## src/rtl/uart_rx.sv

```systemverilog
// 8N1 LSB-first UART receiver with two-flop input synchronizer,
// mid-bit sampling, a one-cycle byte strobe and framing-error strobe.
module uart_rx #(
    parameter int CLKS_PER_BIT = 234
) (
    input  logic       i_Clock,
    input  logic       i_Reset,
    input  logic       i_Rx_Serial,
    output logic       o_Rx_DV,
    output logic [7:0] o_Rx_Byte,
    output logic       o_Rx_Frame_Err,
    output logic       o_Rx_Active
);

    localparam logic [15:0] HALF = 16'((CLKS_PER_BIT - 1) / 2);
    localparam logic [15:0] LAST = 16'(CLKS_PER_BIT - 1);

    typedef enum logic [2:0] {
        IDLE,
        START,
        DATA,
        STOP,
        CLEANUP
    } state_e;

    state_e      state_q, state_d;
    logic        meta_q, rx_q;
    logic [15:0] cnt_q, cnt_d;
    logic [2:0]  idx_q, idx_d;
    logic [7:0]  data_q, data_d;
    logic [7:0]  byte_q, byte_d;
    logic        dv_q, dv_d;
    logic        err_q, err_d;
    logic        active_q, active_d;

    always_ff @(posedge i_Clock or posedge i_Reset) begin
        if (i_Reset) begin
            meta_q   <= 1'b1;
            rx_q     <= 1'b1;
            state_q  <= IDLE;
            cnt_q    <= '0;
            idx_q    <= '0;
            data_q   <= '0;
            byte_q   <= '0;
            dv_q     <= 1'b0;
            err_q    <= 1'b0;
            active_q <= 1'b0;
        end else begin
            meta_q   <= i_Rx_Serial;
            rx_q     <= meta_q;
            state_q  <= state_d;
            cnt_q    <= cnt_d;
            idx_q    <= idx_d;
            data_q   <= data_d;
            byte_q   <= byte_d;
            dv_q     <= dv_d;
            err_q    <= err_d;
            active_q <= active_d;
        end
    end

    always_comb begin
        state_d  = state_q;
        cnt_d    = cnt_q;
        idx_d    = idx_q;
        data_d   = data_q;
        byte_d   = byte_q;
        dv_d     = 1'b0;
        err_d    = 1'b0;
        active_d = active_q;
        case (state_q)
            IDLE: begin
                cnt_d = '0;
                idx_d = '0;
                if (!rx_q) begin
                    state_d  = START;
                    active_d = 1'b1;
                end
            end
            START: begin
                if (cnt_q != HALF) begin
                    cnt_d = cnt_q + 16'd1;
                end else if (!rx_q) begin
                    cnt_d   = '0;
                    state_d = DATA;
                end else begin
                    // start bit vanished by mid-bit: treat as noise
                    cnt_d    = '0;
                    active_d = 1'b0;
                    state_d  = IDLE;
                end
            end
            DATA: begin
                if (cnt_q != LAST) begin
                    cnt_d = cnt_q + 16'd1;
                end else begin
                    cnt_d         = '0;
                    data_d[idx_q] = rx_q;
                    if (idx_q == 3'd7) begin
                        idx_d   = '0;
                        state_d = STOP;
                    end else begin
                        idx_d = idx_q + 3'd1;
                    end
                end
            end
            STOP: begin
                if (cnt_q != LAST) begin
                    cnt_d = cnt_q + 16'd1;
                end else begin
                    cnt_d    = '0;
                    active_d = 1'b0;
                    state_d  = CLEANUP;
                    if (rx_q) begin
                        byte_d = data_q;
                        dv_d   = 1'b1;
                    end else begin
                        err_d = 1'b1;
                    end
                end
            end
            CLEANUP: begin
                // a held-low line (break) waits here instead of restarting
                if (rx_q) state_d = IDLE;
            end
            default: begin
                state_d  = IDLE;
                active_d = 1'b0;
            end
        endcase
    end

    assign o_Rx_DV        = dv_q;
    assign o_Rx_Byte      = byte_q;
    assign o_Rx_Frame_Err = err_q;
    assign o_Rx_Active    = active_q;

endmodule

```

## config.mk

```make
export PLATFORM = sky130hd
export DESIGN_NAME = uart_rx
export DESIGN_NICKNAME = d
export VERILOG_FILES = /design/src/rtl/uart_rx.sv
export SDC_FILE = /design/constraint.sdc
export NUM_CORES = 1
export LEC_CHECK = 0
export BUFFER_PORTS_ARGS = -buffer_cell sky130_fd_sc_hd__buf_2
export CAP_MARGIN = 40
export CORE_MARGIN = 4
export CORE_UTILIZATION = 30
export CTS_CLUSTER_DIAMETER = 200
export DETAILED_ROUTE_END_ITERATION = 12
export SLEW_MARGIN = 10
export SYNTH_ARGS = -nofsm -noshare
export SYNTH_HDL_FRONTEND = slang
export SYNTH_SLANG_ARGS = --single-unit
```

## constraint.sdc

```tcl
create_clock -name i_Clock -period 4.3 [get_ports i_Clock]
set_clock_uncertainty 0.15 [all_clocks]
set_input_delay 0.43 -clock i_Clock [delete_from_list [all_inputs] [get_ports i_Clock]]
set_output_delay 0.43 -clock i_Clock [all_outputs]
set_load 0.03 [all_outputs]
```

==> impl_summary.txt, run 1 <==
----------------------------------------------------
[Run status]
  Result of the run ... complete, no violations

[Critical path]
  Cell with the largest stage delay on the worst path ... dfrtp_1
  Type of the setup path with the least slack ... reg2reg
  Data arrival time of the worst path ... 2380 ps
  Crit path max fanout ... 7
  Ordered list of cells on the worst path ... inv_1, ha_1, nor3b_2, and3_1, nand4b_1, nor3b_1, mux2_2
  Endpoint class of the critical path ... flip-flop
  Slowest cell delay on critical path ... 460 ps
  Worst Path Required ... 4340 ps
  Startpoint class of the critical path ... flip-flop

[Synth]
  Commonest cells in the netlist ... dfrtp_1, nor2_1, mux2_2
  Number of register bits inferred by synthesis ... 43
  Total standard cell area after synthesis ... 2200 µm²
  Count of flip-flops with a built-in enable after synthesis ... 0
  Top area cells in the synthesized netlist ... dfrtp_1, mux2_2, a22o_1
  Post-synth top area cell ... dfrtp_1
  Nets in the synthesized netlist ... roughly 220
  Yosys top cell area share ... 0.467
  Seq/Total Area, Yosys ... 0.491
  Yosys warnings ... 0
  Average size of a mapped cell ... 10.6 µm²
  Most common flop cell mapped by yosys ... dfrtp_1
  Count of distinct cell types in the synthesized netlist ... 43
  Async set or reset register ratio after synthesis ... 1.00
  Most instantiated library cell after synthesis ... dfrtp_1
  Post-synthesis cell count ... 208

[STA]
  Unrepaired setup endpoints after global routing ... no
  Fin Setup TNS ... 0 ps
  Count of final max-slew check failures ... 0
  Share of the clock period used by the worst path ... 0.544
  Max Fclk ... roughly 430 MHz
  Actual slew at the worst max-slew pin ... 694 ps
  Final-report setup violation count ... 0
  Number of hold violations in the final report ... 0
  Clock period minus final worst setup slack ... 2340 ps
  Worst-case headroom to the max-slew limit ... 0.538

[Flow run]
  Maxcap violations ... 0

[Floorplan]
  Die boundary height ... 93.6 µm
  Number of I/O pins ... 14
  Total number of placement rows ... 30
  Core area ... approximately 7000 µm²
  Die area ... 8760 µm²
  Horizontal extent of the die ... 93.6 µm
  Effective utilization at floorplan ... 0.317

[Finish]
  Final design area excluding fillers ... 2480 µm²
  Layout cell share with drive strength beyond 1 ... 0.212
  Final-stage net count ... 230
  Antenna diode instance count ... 0
  Number of cells in the finished layout apart from fillers ... between 300 and 400
  Area growth, synth to finish ... 12.6%
  Fillers ... 701

[Global routing]
  Wire length of the first global-routing pass ... 7010 µm
  Maximum number of pins on one net before global-route repair ... 44
  Total routing usage reported by global routing ... 0.100
  Vias in the first global route ... roughly 1.4k
  Residual overflow from global routing ... 0
  Antenna violations before repair ... 0

[Clock network]
  CTS Buffer Depth ... 2
  CTS tree ... built
  H-tree levels ... 2
  Setup bufs post-CTS ... 0
  Number of gates given a new drive strength after cts ... 0
  CTS Buf Count ... 5
  Clk_lat worst skew ... 300 ps
  Clock transition at the registers of the reported paths ... 80 ps
  Clock tree root buffer cell ... clkbuf_8
  Number of clock sinks ... 43
  Hold_buf cts ... 0

[Route]
  Residual DRC ... 0
  Iteration count of the initial detailed-routing pass ... 4
  Antenna Nets Post-Route ... 0
  Starting DRT DRC Count ... 59
  Total number of vias ... 1,557
  Vias per Instance ... a little under 5
  Average detailed-routed wire length per instance ... 12.7 µm
  Final WL ... roughly 4000 µm

[Placement]
  Placed Instances ... 310
  Cell area reported after detailed placement ... about 2400 µm²
  Input/output buffers ... 13
  Hpwl dp ... 2770 µm
  Placer congestion estimate ... 0.783

[Pwr]
  Power density relative to cell area ... slightly below 300 nW/µm²
  Peak supply drop ... 175 µV
  PnR Total Power ... 0.732 mW
  Reported leakage power ... 1.14 nW

[Hold path]
  Class of the tightest hold or removal check ... in2reg

----------------------------------------------------
==> flip-flops by register name, summed over array words and instances (netlist names) <==
name / flops
cnt_q: 16
data_q: 8
o_Rx_Byte: 8
idx_q: 3
state_q: 3
meta_q: 1
o_Rx_Active: 1
o_Rx_DV: 1
o_Rx_Frame_Err: 1
rx_q: 1
==> critical path: cells and delay by family (launching register included) <==
| family | cells | cell delay, ps |
|---|---|---|
| muxes | 1 | 360 |
| DFF | 1 | 460 |
| and+or+nand+nor | 4 | 1020 |
| buffers and inverters | 1 | 110 |
| adders and majority gates | 1 | 150 |
==> worst paths after layout <==
check                                 start   endpoint  slack (ps)  cells past startpoint
worst max-delay path               cnt_q[1]  data_q[2]        1960                      7
worst min-delay path            i_Rx_Serial     meta_q          70                      1
worst max register to register     cnt_q[1]  data_q[2]        1960                      7
worst min register to register       meta_q       rx_q         210                      0
max in group asynchronous           i_Reset       rx_q        3520                      3
min in group asynchronous           i_Reset  cnt_q[15]          90                      3
==> report_power, final <==
group	switching, mW	total (mW)	internal [mW]
Combinational	0.00899	0.0111	0.00214
Clock	0.140	0.313	0.173
Sequential	0.00177	0.407	0.406
==> layout by cell type, fill, tap and decap left out, types with 2 or more instances in the layout <==
cell type,n
nor3b_1,3
ha_1,6
nor2b_1,3
nor3_1,7
xor2_1,2
buf_4,2
a22o_1,10
nor2_1,19
or2_2,2
nand3b_1,4
clkbuf_8,5
xnor2_1,5
nand2_1,13
and4_1,3
and3_1,2
a21o_1,5
a31oi_1,2
dfstp_2,2
nand3_1,9
nand4_1,9
mux2_2,17
and2_1,2
inv_1,7
o21ai_0,7
buf_2,13
dfrtp_1,41
==> per-layer routing <==
metal | part of all wire | track usage | up-vias
met1 | 0.49 | 0.145 | 746
met3 | 0.039 | 0.0249 | 7
met4 | 0.015 | 0.0385 | 0
li1 | - | - | 774
met2 | 0.46 | 0.144 | 30
met5 | 0 | 0 | -
==> final cells by class <==
| type | instances | area, µm² | share of cell area |
|---|---|---|---|
| Sequential cell | 43 | 1080 | 0.436 |
| Multi-Input combinational cell | 148 | 1050 | 0.426 |
| Tap cell | 96 | 120 | 0.0485 |
| Timing Repair Buffer | 15 | 80.1 | 0.0323 |
| Clock buffer | 5 | 68.8 | 0.0278 |
| Clock inverter | 3 | 43.8 | 0.0177 |
| Inverter | 8 | 30.0 | 0.0121 |
==> kinds of logic (layout without fill, tap and decap cells) <==
| kind of cell | after synthesis | count (layout) | synth area share |
|---|---|---|---|
| AO/OA/AOI/OAI | 33 | 33 | 0.109 |
| XOR/XNOR | 7 | 7 | 0.0279 |
| adder cells (fa/ha/maj) | 6 | 6 | 0.0341 |
| buffers and inverters | 17 | 31 | 0.0296 |
| flip-flops | 43 | 43 | 0.491 |
| multiplexers | 18 | 18 | 0.0916 |
| AND/OR/NAND/NOR | 84 | 84 | 0.217 |
==> per-stage QoR <==
stage               hold slack [ps]  worst slack (ps)   util
finish                         73.1              1960  0.357
global placement                196              2040  0.340
detailed placement              198              2000  0.340
CTS                            62.7              1980  0.357
global route                   64.3              1790  0.357
floorplan                       195              2250      -
No activity file was read; power rests on OpenSTA's default activity.
==> inputs of run 2 (changes only) <==
- clock period: 4.3 -> 2.32 ns (I/O delays scaled with it)
==> impl_summary.txt, run 2 (synthesis gave the netlist of run 1 again) <==
----------------------------------------------------
[Finish]
  Antenna diode instance count ... 0
  Area of combinational cells with multiple inputs ... 1070 µm²
  Max FFs per register ... 16
  Layout cell share with drive strength beyond 1 ... 0.244
  Sequential cell area ... 1080 µm²
  Area growth, synth to finish ... 16.8%
  Most frequent standard cell in the layout excluding fill and tap cells ... dfrtp_1
  Final design area excluding fillers ... 2570 µm²
  Final-stage net count ... 242
  Fillers ... 690
  Commonest cells after routing, fill and taps aside ... dfrtp_1, nor2_1, mux2_2, nand2_1, buf_2
  Largest register by flop count ... cnt_q

[Critical path]
  Startpoint class of the critical path ... flip-flop
  Type of the setup path with the least slack ... reg2reg
  Data arrival time of the worst path ... ~2200 ps
  Worst Path Required ... 2360 ps
  Crit path max fanout ... 5
  Endpoint class of the critical path ... flip-flop

[Global routing]
  Antenna violations before repair ... 0
  Vias in the first global route ... 1,579
  Residual overflow from global routing ... 0
  Wire length of the first global-routing pass ... 7480 µm
  Maximum number of pins on one net before global-route repair ... 23
  Total routing usage reported by global routing ... 0.106

[Run status]
  Result of the run ... complete, no violations

[Route]
  Final WL ... 4310 µm
  Iteration count of the initial detailed-routing pass ... 4
  Antenna Nets Post-Route ... 0
  Vias per Instance ... 4.99
  Starting DRT DRC Count ... 90
  Average detailed-routed wire length per instance ... 13.1 µm
  Residual DRC ... 0
  Total number of vias ... 1,647

[Pwr]
  Proportion of power drawn by flip-flops and latches ... 0.595
  Peak supply drop ... between 200 and 300 µV
  Combinational cell fraction of total power ... 0.020
  Switching part of the total power ... 0.232
  Net load switching power ... between 0.2 and 0.3 mW
  Internal portion of total power ... 0.974 mW
  Power density relative to cell area ... around 500 nW/µm²
  Clk network pwr share ... 0.385
  PnR Total Power ... 1.27 mW
  Reported leakage power ... 1.19 nW

[Clock network]
  Clock tree root buffer cell ... clkbuf_8
  Setup bufs post-CTS ... 0
  Clk_lat worst skew ... about 300 ps
  CTS Buffer Depth ... 2
  Number of clock sinks ... 43
  CTS Buf Count ... 5
  CTS tree ... built
  Clock transition at the registers of the reported paths ... 90 ps
  H-tree levels ... 2

[STA]
  Actual slew at the worst max-slew pin ... 528 ps
  Max Fclk ... 465 MHz
  Unrepaired setup endpoints after global routing ... yes
  Worst-case headroom to the max-slew limit ... 0.646
  Share of the clock period used by the worst path ... 0.928
  Clock period minus final worst setup slack ... 2150 ps
  Count of final max-slew check failures ... 0
  Number of hold violations in the final report ... 0
  Final-report setup violation count ... 0

[Placement]
  Placer congestion estimate ... just under 0.8
  Input/output buffers ... 13
  Hpwl dp ... 3120 µm
  Cell area reported after detailed placement ... approximately 2400 µm²

[Floorplan]
  Die boundary height ... 93.6 µm
  Number of I/O pins ... 14
  Total number of placement rows ... 30
  Core area ... 6940 µm²
  Horizontal extent of the die ... roughly 94 µm
  Die area ... 8760 µm²
  Effective utilization at floorplan ... 0.317

[Hold path]
  Class of the tightest hold or removal check ... reg2reg

[Flow run]
  Maxcap violations ... 0

----------------------------------------------------
## run 2: stage by stage
| stage | setup slack, ps | hold slack (ps) | instances | setup TNS (ps) | util |
|---|---|---|---|---|---|
| after floorplan | 266 | 86.5 | 208 | 0 | - |
| after global placement | 161 | 65.0 | 320 | 0 | 0.351 |
| after detailed placement | 87.7 | 80.3 | 320 | 0 | 0.351 |
| after CTS | 86.2 | 201 | 330 | 0 | 0.368 |
| after global routing | -5.37 | 202 | 330 | -5.37 | 0.370 |
| final | 168 | 205 | 330 | 0 | 0.370 |
## run 2: worst paths after layout
path / start / end / slack, ps / cells after the start
max: cnt_q[1] / data_q[4] / 170 / 7
min: meta_q / rx_q / 200 / 0
max reg2reg: cnt_q[1] / data_q[4] / 170 / 7
min reg2reg: meta_q / rx_q / 200 / 0
max in group asynchronous: i_Reset / cnt_q[13] / 1180 / 4
min in group asynchronous: i_Reset / o_Rx_Byte[2] / 290 / 3
## run 2: power by group through the flow
stage / Combinational, mW / Sequential, mW / Clock [mW]
after floorplan: 0.0157 / 0.768 / 0
after global placement: 0.0232 / 0.770 / 0
after detailed placement: 0.0240 / 0.770 / 0
after CTS: 0.0265 / 0.756 / 0.512
after global routing: 0.0295 / 0.756 / 0.547
final: 0.0249 / 0.755 / 0.489
## run 2: what timing repair did
action	4_1_cts	5_1_grt
hold endpoints to repair	12	0
resized for setup	0	2
hold buffers	2	0
setup endpoints to repair	0	19
## run 2: layer usage
metal | track usage | wire (µm) | vias to the layer above
met5 | 0 | 0 | -
met4 | 0.0349 | 77 | 0
met3 | 0.0265 | 142 | 10
met2 | 0.169 | 2020 | 29
met1 | 0.141 | 2070 | 807
li1 | - | - | 801
## run 2: layout make-up
cell class	instances	share of cell area
well taps	96	0.0468
inverters	8	0.0117
flip-flops and latches	43	0.420
clock buffers	5	0.0268
repair buffers	27	0.0682
clock inverters	3	0.00975
multi-input cells	148	0.417
## run 2: critical path, cell delays in order, from the launching register on
cell and delay [ps]:
dfrtp_1 380, inv_1 80, ha_1 160, nor3b_4 230, and3_1 220, nand4b_1 190, nor3b_1 270, mux2_2 360
==> inputs of run 3 (changes only) <==
- CORE_UTILIZATION: 30 -> 60
- PLACE_DENSITY: not set -> 0.79
==> impl_summary.txt, run 3 (synthesis gave the netlist of run 1 again) <==
----------------------------------------------------
[Critical path]
  Endpoint class of the critical path ... flip-flop
  Worst Path Required ... 2360 ps
  Startpoint of the lowest-slack register-to-register path ... cnt_q[8]
  Slowest cell delay on critical path ... 470 ps
  Type of the setup path with the least slack ... reg2reg
  Data arrival time of the worst path ... roughly 2300 ps
  Worst setup startpoint ... cnt_q[8]
  Cell with the largest stage delay on the worst path ... dfrtp_1
  Crit path max fanout ... 17
  Startpoint class of the critical path ... flip-flop
  Ordered list of cells on the worst path ... nor4_4, and4_1, o2bb2ai_1, buf_4, a21o_1, a22o_1

[Route]
  Final WL ... ~4400 µm
  Vias per Instance ... 6.08
  Total number of vias ... 1,684
  Iteration count of the initial detailed-routing pass ... 4
  Average detailed-routed wire length per instance ... 15.8 µm
  Starting DRT DRC Count ... 97
  Residual DRC ... 0
  Antenna Nets Post-Route ... 0

[Floorplan]
  Die boundary height ... between 60 and 70 µm
  Effective utilization at floorplan ... 0.639
  Core area ... 3440 µm²
  Horizontal extent of the die ... 68.5 µm
  Die area ... 4700 µm²
  Total number of placement rows ... 21
  Number of I/O pins ... 14

[Finish]
  Area growth, synth to finish ... 14.0%
  Layout cell share with drive strength beyond 1 ... 0.264
  Commonest cells after routing, fill and taps aside ... dfrtp_1, nor2_1, mux2_2, nand2_1, buf_2
  Antenna diode instance count ... 0
  Final-stage net count ... 239
  Area of combinational cells with multiple inputs ... 1090 µm²
  Max FFs per register ... 16
  Largest register by flop count ... cnt_q
  Fillers ... 235
  Sequential cell area ... 1080 µm²
  Number of cells in the finished layout apart from fillers ... 277
  Core Util, Final ... 0.728
  Most frequent standard cell in the layout excluding fill and tap cells ... dfrtp_1

[Pwr]
  PnR Total Power ... between 1 and 1.5 mW
  Peak supply drop ... ~350 µV
  Power density relative to cell area ... approximately 500 nW/µm²
  Reported leakage power ... 1.17 nW

[Placement]
  Input/output buffers ... 13
  Setup slack after placement ... between 30 and 40 ps
  Placer congestion estimate ... 0.897
  Placed Instances ... 263
  Hpwl dp ... 2990 µm

[Clock network]
  CTS Buffer Depth ... 2
  Number of clock sinks ... between 40 and 50
  Clock tree root buffer cell ... clkbuf_8
  CTS Buf Count ... 5
  H-tree levels ... 2
  Clock transition at the registers of the reported paths ... 90 ps
  Clk_lat worst skew ... approximately 300 ps
  CTS tree ... built

[Run status]
  Result of the run ... complete, no violations

[STA]
  Max Fclk ... 450 MHz
  Final worst slack ... 98.6 ps
  Unrepaired setup endpoints after global routing ... yes
  Final-report setup violation count ... 0
  Worst-case headroom to the max-slew limit ... 0.649
  Share of the clock period used by the worst path ... 0.958
  Actual slew at the worst max-slew pin ... between 500 and 600 ps
  Count of final max-slew check failures ... 0
  Number of hold violations in the final report ... 0
  Clock period minus final worst setup slack ... 2220 ps

[Hold path]
  Hold path startpoint ... meta_q
  Class of the tightest hold or removal check ... reg2reg

[Global routing]
  Residual overflow from global routing ... 0
  Vias in the first global route ... 1,565
  Maximum number of pins on one net before global-route repair ... 44
  Antenna violations before repair ... 0
  Total routing usage reported by global routing ... 0.213
  Wire length of the first global-routing pass ... 7380 µm

[Flow run]
  Maxcap violations ... 0

----------------------------------------------------
==> run 3: cell types whose count changed in the layout (fill, tap and decap cells not counted), sizes merged <==
cell      delta
clkinv       -3
inv          +2
clkinvlp     +1
buf          -3
==> run 3: path summary, 6_finish.rpt <==
| check | end | slack (ps) | cells past startpoint |
|---|---|---|---|
| worst min-delay path | rx_q | 210 | 0 |
| worst max register to register | cnt_q[6] | 100 | 6 |
| worst min register to register | rx_q | 210 | 0 |
| min in group asynchronous | o_Rx_Byte[5] | 450 | 4 |
| max in group asynchronous | cnt_q[0] | 1170 | 4 |
| worst max-delay path | cnt_q[6] | 100 | 6 |
==> run 3: power by group <==
part           leakage (nW)  switching [mW]  internal, mW
Combinational         0.560          0.0168       0.00616
Clock                0.0408           0.277         0.215
Sequential            0.571         0.00358         0.752
==> run 3: per-layer routing <==
metal | up-vias | track usage | routed length [µm]
li1 | 802 | - | -
met1 | 837 | 0.261 | 1890
met2 | 36 | 0.366 | 2250
met3 | 9 | 0.0486 | 170
met4 | 0 | 0.0744 | 71
met5 | - | 0 | 0
==> run 3: critical path: cells and delay by family (launching register included) <==
kind            cells  cell delay, ps
compound gates      3             480
flops               1             470
buf+inv             1             200
simple gates        2             810
==> run 3: through the flow <==
step,hold slack (ps),TNS (ps),instance area (µm²)
final,210,0,2510
after global routing,212,-47.8,2510
after CTS,210,0,2440
after detailed placement,189,0,2320
after global placement,186,0,2320
after floorplan,86.5,0,2200
==> run 3: what timing repair did <==
action,CTS,global route
endpoints found under the setup margin,0,13
hold buffers,2,0
resized for setup,0,9
setup buffers,0,4
endpoints found under the hold margin,42,0
==> run 3: layout make-up <==
| cell class | instances | share of cell area |
|---|---|---|
| Multi-Input combinational cell | 148 | 0.436 |
| Sequential cell | 43 | 0.431 |
| Timing Repair Buffer | 24 | 0.0609 |
| Clock buffer | 5 | 0.0275 |
| Tap cell | 46 | 0.0230 |
| Inverter | 8 | 0.0120 |
| Clock inverter | 3 | 0.00949 |
